<file path="config.mk">
export PLATFORM = sky130hd
export DESIGN_NAME = mem_load_port
export DESIGN_NICKNAME = d
export VERILOG_FILES = /design/src/rtl/mem_load_pkg.sv /design/src/rtl/mem_load_fifo.sv /design/src/rtl/mem_load_port.sv
export SDC_FILE = /design/constraint.sdc
export NUM_CORES = 1
export LEC_CHECK = 0
export ABC_CLOCK_PERIOD_IN_PS = 3000
export CORE_ASPECT_RATIO = 0.75
export CORE_UTILIZATION = 46
export CTS_CLUSTER_SIZE = 40
export DETAILED_ROUTE_END_ITERATION = 10
export GPL_TIMING_DRIVEN = 0
export PLACE_DENSITY = 0.74
export SYNTH_ARGS = -nofsm -noshare
export SYNTH_HDL_FRONTEND = slang
export SYNTH_HIERARCHICAL = 1
export SYNTH_SLANG_ARGS = --single-unit
</file>
<file path="constraint.sdc">
create_clock -name clk -period 3 [get_ports clk]
set_clock_uncertainty 0.1 [all_clocks]
set_input_delay 0.9 -clock clk [delete_from_list [all_inputs] [get_ports clk]]
set_output_delay 0.9 -clock clk [all_outputs]
set_load 0.02 [all_outputs]
</file>
<file path="src/rtl/mem_load_pkg.sv">
// mem_load_pkg: shared types and default geometry for the host memory load port.
// Holds read FSM states, default DW/AW/DEPTH and the default write-entry layout.
package mem_load_pkg;

  localparam int DW_DEF    = 32;
  localparam int AW_DEF    = 9;
  localparam int DEPTH_DEF = 4;

  typedef enum logic [2:0] {
    IDLE,
    DRAIN,
    ISSUE,
    LATCH,
    RESP
  } rstate_e;

  typedef struct packed {
    logic [AW_DEF-1:0]   addr;
    logic [DW_DEF-1:0]   data;
    logic [DW_DEF/8-1:0] strb;
  } wr_entry_t;

endpackage

</file>
<file path="src/rtl/mem_load_fifo.sv">
// mem_load_fifo: synchronous write-entry FIFO, async active-low reset.
// Ports: push/din in, pop/dout out (head), full, empty, fill occupancy.
module mem_load_fifo
  import mem_load_pkg::*;
#(
  parameter type T     = wr_entry_t,
  parameter int  DEPTH = DEPTH_DEF
) (
  input  logic                       clk,
  input  logic                       nreset,
  input  logic                       push,
  input  logic                       pop,
  input  T                           din,
  output T                           dout,
  output logic                       full,
  output logic                       empty,
  output logic [$clog2(DEPTH+1)-1:0] fill
);

  localparam int PW = $clog2(DEPTH);
  localparam int CW = $clog2(DEPTH+1);

  T mem [DEPTH];

  logic [PW-1:0] wr_ptr;
  logic [PW-1:0] rd_ptr;
  logic [CW-1:0] cnt;
  logic          do_push;
  logic          do_pop;

  assign full    = (cnt == CW'(DEPTH));
  assign empty   = (cnt == '0);
  assign fill    = cnt;
  assign do_push = push && !full;
  assign do_pop  = pop && !empty;
  assign dout    = mem[rd_ptr];

  always_ff @(posedge clk) begin
    if (do_push) mem[wr_ptr] <= din;
  end

  // DEPTH is a power of two, so pointers wrap naturally.
  always_ff @(posedge clk or negedge nreset) begin
    if (!nreset) begin
      wr_ptr <= '0;
      rd_ptr <= '0;
      cnt    <= '0;
    end else begin
      if (do_push) wr_ptr <= wr_ptr + PW'(1);
      if (do_pop)  rd_ptr <= rd_ptr + PW'(1);
      unique case ({do_push, do_pop})
        2'b10:   cnt <= cnt + CW'(1);
        2'b01:   cnt <= cnt - CW'(1);
        default: cnt <= cnt;
      endcase
    end
  end

endmodule

</file>
<file path="src/rtl/mem_load_port.sv">
// mem_load_port: host write FIFO drained into memory, plus ordered read-back.
// Read-back channel (s_r*, r_*, m_re) is functional only with MEM_LOAD_RDBACK_EN.
module mem_load_port
  import mem_load_pkg::*;
#(
  parameter int DW    = DW_DEF,
  parameter int AW    = AW_DEF,
  parameter int DEPTH = DEPTH_DEF
) (
  input  logic                       clk,
  input  logic                       nreset,
  input  logic                       s_wvalid,
  output logic                       s_wready,
  input  logic [AW-1:0]              s_waddr,
  input  logic [DW-1:0]              s_wdata,
  input  logic [DW/8-1:0]            s_wstrb,
  input  logic                       s_rvalid,
  output logic                       s_rready,
  input  logic [AW-1:0]              s_raddr,
  output logic                       r_valid,
  input  logic                       r_ready,
  output logic [DW-1:0]              r_data,
  output logic                       m_we,
  output logic                       m_re,
  output logic [AW-1:0]              m_addr,
  output logic [DW-1:0]              m_wdata,
  output logic [DW/8-1:0]            m_wstrb,
  input  logic [DW-1:0]              m_rdata,
  output logic [$clog2(DEPTH+1)-1:0] fill
);

  localparam int SW = DW/8;

  typedef struct packed {
    logic [AW-1:0] addr;
    logic [DW-1:0] data;
    logic [SW-1:0] strb;
  } entry_t;

  entry_t        din;
  entry_t        head;
  logic          full;
  logic          empty;
  logic          push;
  logic [AW-1:0] raddr;

  assign din  = '{addr: s_waddr, data: s_wdata, strb: s_wstrb};
  assign push = s_wvalid && s_wready;

  mem_load_fifo #(
    .T     (entry_t),
    .DEPTH (DEPTH)
  ) u_fifo (
    .clk    (clk),
    .nreset (nreset),
    .push   (push),
    .pop    (m_we),
    .din    (din),
    .dout   (head),
    .full   (full),
    .empty  (empty),
    .fill   (fill)
  );

`ifdef MEM_LOAD_RDBACK_EN

  rstate_e       rstate;
  rstate_e       rnext;
  logic [DW-1:0] rdata_q;
  logic          rd_acc;

  assign rd_acc = s_rvalid && s_rready;
  assign r_data = rdata_q;

  always_ff @(posedge clk or negedge nreset) begin
    if (!nreset) rstate <= IDLE;
    else         rstate <= rnext;
  end

  always_ff @(posedge clk or negedge nreset) begin
    if (!nreset) begin
      raddr   <= '0;
      rdata_q <= '0;
    end else begin
      if (rd_acc)          raddr   <= s_raddr;
      if (rstate == LATCH) rdata_q <= m_rdata;
    end
  end

  // A push on the accept edge must also drain before the read issues.
  always_comb begin
    rnext = rstate;
    unique case (rstate)
      IDLE:  if (rd_acc) rnext = (!empty || push) ? DRAIN : ISSUE;
      DRAIN: if (empty) rnext = ISSUE;
      ISSUE: rnext = LATCH;
      LATCH: rnext = RESP;
      RESP:  if (r_ready) rnext = IDLE;
      default: rnext = IDLE;
    endcase
  end

  always_comb begin
    s_rready = (rstate == IDLE);
    r_valid  = (rstate == RESP);
    m_re     = (rstate == ISSUE);
    s_wready = !full && (rstate != DRAIN);
    m_we     = !empty && (rstate != ISSUE);
  end

`else

  logic unused_rd;

  assign unused_rd = ^{s_rvalid, s_raddr, r_ready, m_rdata};
  assign raddr     = '0;
  assign s_rready  = 1'b0;
  assign r_valid   = 1'b0;
  assign r_data    = '0;
  assign m_re      = 1'b0;
  assign s_wready  = !full;
  assign m_we      = !empty;

`endif

  always_comb begin
    m_addr  = '0;
    m_wdata = '0;
    m_wstrb = '0;
    unique case (1'b1)
      m_we: begin
        m_addr  = head.addr;
        m_wdata = head.data;
        m_wstrb = head.strb;
      end
      m_re:    m_addr = raddr;
      default: m_addr = '0;
    endcase
  end

endmodule
</file>
# Word level (Yosys, flattened, before mapping)
# Memories as Yosys holds them, arrays and structs flattened.
# Index checks and enable logic that the tools add are counted.
# word_totals
out_inout_bits	85
n_memories	1
regBits	7
ramBits	180
elab_cells	23
in_bits	91
# op_classes
n_eq_ne	3
n_mux	6
n_reduce_logical	6
n_addsub	4
# mem_list
name	depth	width	read_ports	rd_ports_with_merged_regs	write_ports	line_no	text
u_fifo.mem	4	45	1	0	1	mem_load_fifo.sv:23	T mem [DEPTH];
# ops
op	count
two-way mux 32 bit	1
two-way mux 9 bit	1
one-hot mux 3 bit (2 select lines)	1
adder 2 x 1 -> 2 bit (second input constant)	2
two-way mux 4 bit	1
adder 3 x 1 -> 3 bit (second input constant)	1
== test 3 bit (second input constant)	1
logical NOT 3 bit	1
subtractor 3 x 1 -> 3 bit (second input constant)	1
== test 2 x 1 -> 1 bit (second input constant)	1
== test 2 bit (second input constant)	1
logical AND 1 bit	2
logical NOT 1 bit	2
two-way mux 1 bit	2
nonzero test 2 bit	1

# Longest topological paths before layout
# logic_depth
ltp_word	6
ltp_mapped	10
mapped_depth_nobuf	10

# Cells and area by module
# The synthesis kept the hierarchy.
# by_module_without_submodules
mod	cells_per_inst	area_per_inst_um2	instances	seq_area_each_um2
mem_load_fifo	272	6939.2	1	5580.4
mem_load_port	88	583.1	1	0.0

# Worst setup path before layout
# Ideal clock, no wire load.
# synth_path
kind	input to register
startpoint	in s_wvalid
endpoint	mem u_fifo/mem[0][0] in the netlist's numbering, enable pin
path_buffers	0
t_required_ps	2493
arrival_time_ps	2361
setup_ps	407
stages	3
setup_slack_ps	132
cell_sequence	nor2b_1 > nor2b_2 > and2_1
# synth_between
elab_chain_cells	4
# synth_rtl
item	line_no	text
from (decl)	mem_load_port.sv:12	input logic s_wvalid,
logical AND 1 bit	mem_load_port.sv:48	assign push = s_wvalid && s_wready;
logical AND 1 bit	mem_load_fifo.sv:34	assign do_push = push && !full;
two-way mux 1 bit	mem_load_fifo.sv:39	if (do_push) mem[wr_ptr] <= din;
two-way mux 1 bit (implied by the code)	mem_load_fifo.sv:39	
to (decl)	mem_load_fifo.sv:23	
# Every way passes these cells.

==> reports/summary.json <==
{
  "job": {
    "timing.max_cap.violations": 0
  },
  "detailed_routing": {
    "post-route-drc-count": 0,
    "final_antenna_net_count": 0,
    "detail_route.wirelength_mm": 13.5,
    "first_pass_iters": 4,
    "vias": 3689,
    "post_drt_wl_per_cell_um": 18.0,
    "route.detailed.vias_per_inst": 4.93,
    "drt_iter0_drc": 187
  },
  "clocking": {
    "clkSlewWorstSetupHoldPaths_ns": 0.07,
    "htreeDepth": 4,
    "cts_hold_buffers": 0,
    "worst_skew_pair.late_latency_ns": 0.43,
    "clockRootBuffer": "sky130_fd_sc_hd__clkbuf_16",
    "cts_sinks": 187,
    "cts-root-to-sink-buffers": 2,
    "tritoncts": "yes",
    "cts_made_buffers": 17
  },
  "global_route": {
    "grt_first_pass_wirelength_mm": 20.3,
    "grt_util_met3_pct": 4.76,
    "grt_overflow_total": 0,
    "grt_use_total_pct": 16.9,
    "via_count_of_the_first_global_routing_pass": 3753,
    "grt_util_met2_pct": 25.9,
    "grt_start_max_net_pins": 25,
    "grt_antenna_before_repair": 0,
    "gr-usage-met1_pct": 22.9,
    "busiest_layer": "met2"
  },
  "layout": {
    "finalNetCount": 623,
    "post_route_cells_drive_above_1_share_pct": 38.2,
    "multiInputGateArea_um2": 1770,
    "final_cell_mix": "sky130_fd_sc_hd__edfxtp_1, sky130_fd_sc_hd__buf_4, sky130_fd_sc_hd__clkdlybuf4s50_1",
    "sequential_cell_area_um2": 5580,
    "layout.cells.most_common": "sky130_fd_sc_hd__edfxtp_1",
    "num-fill-cells": 1167,
    "number_of_diodes_added_for_antenna_fixing": 0,
    "syn_to_final_growth_pct": 29.8
  },
  "pwr": {
    "post-layout-total-power_mw": 10.3,
    "power.density_cell_area_nw_per_um2": 1050,
    "ir_drop_mv": 0.752,
    "static-leakage-power_nw": 3.57
  },
  "setup_path": {
    "timing.critical_path.slowest_cell_delay_ns": 0.48,
    "critical_path.max_fanout": 7,
    "worstSetupStartpointType": "flip-flop",
    "critical_path.cell_chain": "buf_12, buf_4, mux4_2, nor2b_2, buf_4",
    "worst-endpoint-arrival_ns": 1.98,
    "timing.critical_path.mode_cell": "sky130_fd_sc_hd__buf_4",
    "category_of_the_most_critical_setup_path": "reg2out",
    "critPathRequiredTime_ns": 2.00,
    "timing.critical_path.slowest_stage_cell": "sky130_fd_sc_hd__mux4_2",
    "nature_of_the_critical_path_endpoint": "output port",
    "r2r.worst_path.cells": 5
  },
  "run_status": {
    "status": "completed"
  },
  "floorplanning": {
    "fp.dieW_um": 150,
    "die_area_um2": 16900,
    "placeable_core_region_um2": 16000,
    "io_pins": 176,
    "rows": 40,
    "floorplan.initialDensity_pct": 47.0,
    "dieHeight_um": 113
  },
  "logic_synthesis": {
    "synth.yosys.warnings": 6,
    "synth.distinct_cells": 25,
    "post_synth_instance_area_um2": 7520,
    "synth_seq_area_share_pct": 74.2,
    "yosys_register_bits": 187,
    "synthesis.instances": 360,
    "mean_syn_cell_area_um2": 20.9
  },
  "placed_design": {
    "dp.final_hpwl_mm": 8.08,
    "number_of_input_and_output_port_buffers_inserted": 97,
    "gp_congestion": 0.678
  },
  "timing": {
    "worst_hold_slack_ns": 0.499,
    "fin_crit_sh_pct": 99.3,
    "slew_headroom_pct": 53.3,
    "period_needed_ns": 2.98,
    "fmaxAchievable_ghz": 0.336,
    "worst_slew_pin_slew_ns": 0.701,
    "grt_setup_unrepaired": "true",
    "finalMaxSlewViolations": 0,
    "final-hold-violation-count": 0,
    "setup-violations-final": 0
  },
  "worst_hold_path": {
    "min_path_type": "reg2reg",
    "hold_path_depth": 1
  }
}
metal layers:
layer	part of all wire, %	up-vias	wire length, µm
met4	1.9	0	250
li1	-	1666	-
met1	45	1869	6130
met2	47	129	6320
met5	0	-	0
met3	6.0	25	814
Yosys cell counts:
cell type,count,area (µm²)
sky130_fd_sc_hd__edfxtp_1,180,5410
sky130_fd_sc_hd__mux4_2,45,1010
sky130_fd_sc_hd__nor2b_1,45,282
sky130_fd_sc_hd__buf_4,36,270
sky130_fd_sc_hd__buf_2,9,45.0
sky130_fd_sc_hd__inv_1,8,30.0
sky130_fd_sc_hd__dfrtp_1,7,175
sky130_fd_sc_hd__ha_1,5,62.6
sky130_fd_sc_hd__and2_1,4,25.0
sky130_fd_sc_hd__xnor2_1,3,26.3
sky130_fd_sc_hd__xor2_1,3,26.3
sky130_fd_sc_hd__buf_12,2,40.0
sky130_fd_sc_hd__and2b_1,1,7.51
sky130_fd_sc_hd__buf_6,1,11.3
sky130_fd_sc_hd__buf_8,1,15.0
sky130_fd_sc_hd__conb_1,1,3.75
sky130_fd_sc_hd__fa_1,1,20.0
sky130_fd_sc_hd__mux2_2,1,11.3
sky130_fd_sc_hd__mux2i_1,1,10.0
sky130_fd_sc_hd__nand2_1,1,3.75
sky130_fd_sc_hd__nor2_1,1,3.75
sky130_fd_sc_hd__nor2b_2,1,8.76
sky130_fd_sc_hd__nor3_1,1,5.00
sky130_fd_sc_hd__nor3b_2,1,12.5
sky130_fd_sc_hd__o31a_1,1,8.76
report_power, final:
group	internal [mW]	leakage, nW	total [mW]	switching [mW]
sequential	3.47	1.73	3.64	0.163
combinational	2.22	1.56	4.43	2.22
clock	1.30	0.282	2.21	0.907
total	6.99	3.57	10.3	3.29
final cells by class:
class	instances	share of cell area, %
multi-input combinational	150	18.2
timing repair buffer	113	11.3
clock buffer	19	4.43
tap	210	2.69
sequential	187	57.2
inverter	8	0.308
buffer	49	4.43
clock inverter	13	1.54
registers in the layout, indices dropped and copies added (netlist names):
signal	count
u_fifo/rd_ptr	2
u_fifo/mem	180
u_fifo/fill	3
u_fifo/wr_ptr	2
cells by family (layout without fill, tap and decap cells):
logic type,Yosys count,count (layout),synth area share (%)
muxes,47,47,13.8
adders and majority gates,6,6,1.10
AOI/OAI and AO/OA,1,1,0.116
other,1,35,0.0499
buffers and inverters,57,202,5.47
and+or+nand+nor,55,55,4.62
xor gates and xnor gates,6,6,0.699
DFF,187,187,74.2
critical path: cells and delay by family, from the launching register on:
family,cells,cell delay [ns]
flops,1,0.42
mux,1,0.48
simple gates,1,0.17
buf+inv,3,0.47
worst paths after layout:
check / startpoint / end / slack [ns]
worst min register to register: u_fifo/wr_ptr[1] / u_fifo/wr_ptr[1] / 0.50
worst min-delay path: u_fifo/wr_ptr[1] / u_fifo/wr_ptr[1] / 0.50
worst max register to register: u_fifo/fill[2] / u_fifo/mem[2][3] / 0.46
min in group asynchronous: nreset / u_fifo/rd_ptr[1] / 0.64
max in group asynchronous: nreset / u_fifo/rd_ptr[0] / 1.90
worst max-delay path: u_fifo/rd_ptr[0] / m_wstrb[2] / 0.02
metrics by stage:
| step | cell area, µm² | TNS [ns] | utilization [%] | cells | setup slack (ns) |
|---|---|---|---|---|---|
| 5_1_grt | 9760 | -0.533 | 61.0 | 749 | -0.0416 |
| 6_report | 9760 | 0 | 61.0 | 749 | 0.0197 |
| 2_1_floorplan | 7650 | 0 | - | 394 | 0.132 |
| 3_5_place_dp | 8970 | -29.62 | 56.0 | 705 | -0.301 |
| 3_3_place_gp | 8880 | -255.57 | 55.5 | 701 | -1.24 |
| 4_1_cts | 9450 | -0.0125 | 59.0 | 745 | -0.00769 |
what timing repair did:
action                     CTS  global route
setup endpoints to repair   46            26
cloned                       0             4
pin swaps                    1             0
buffers inserted             8             0
resized for setup          185            69
Note: power is estimated with default switching activity, not from simulation.
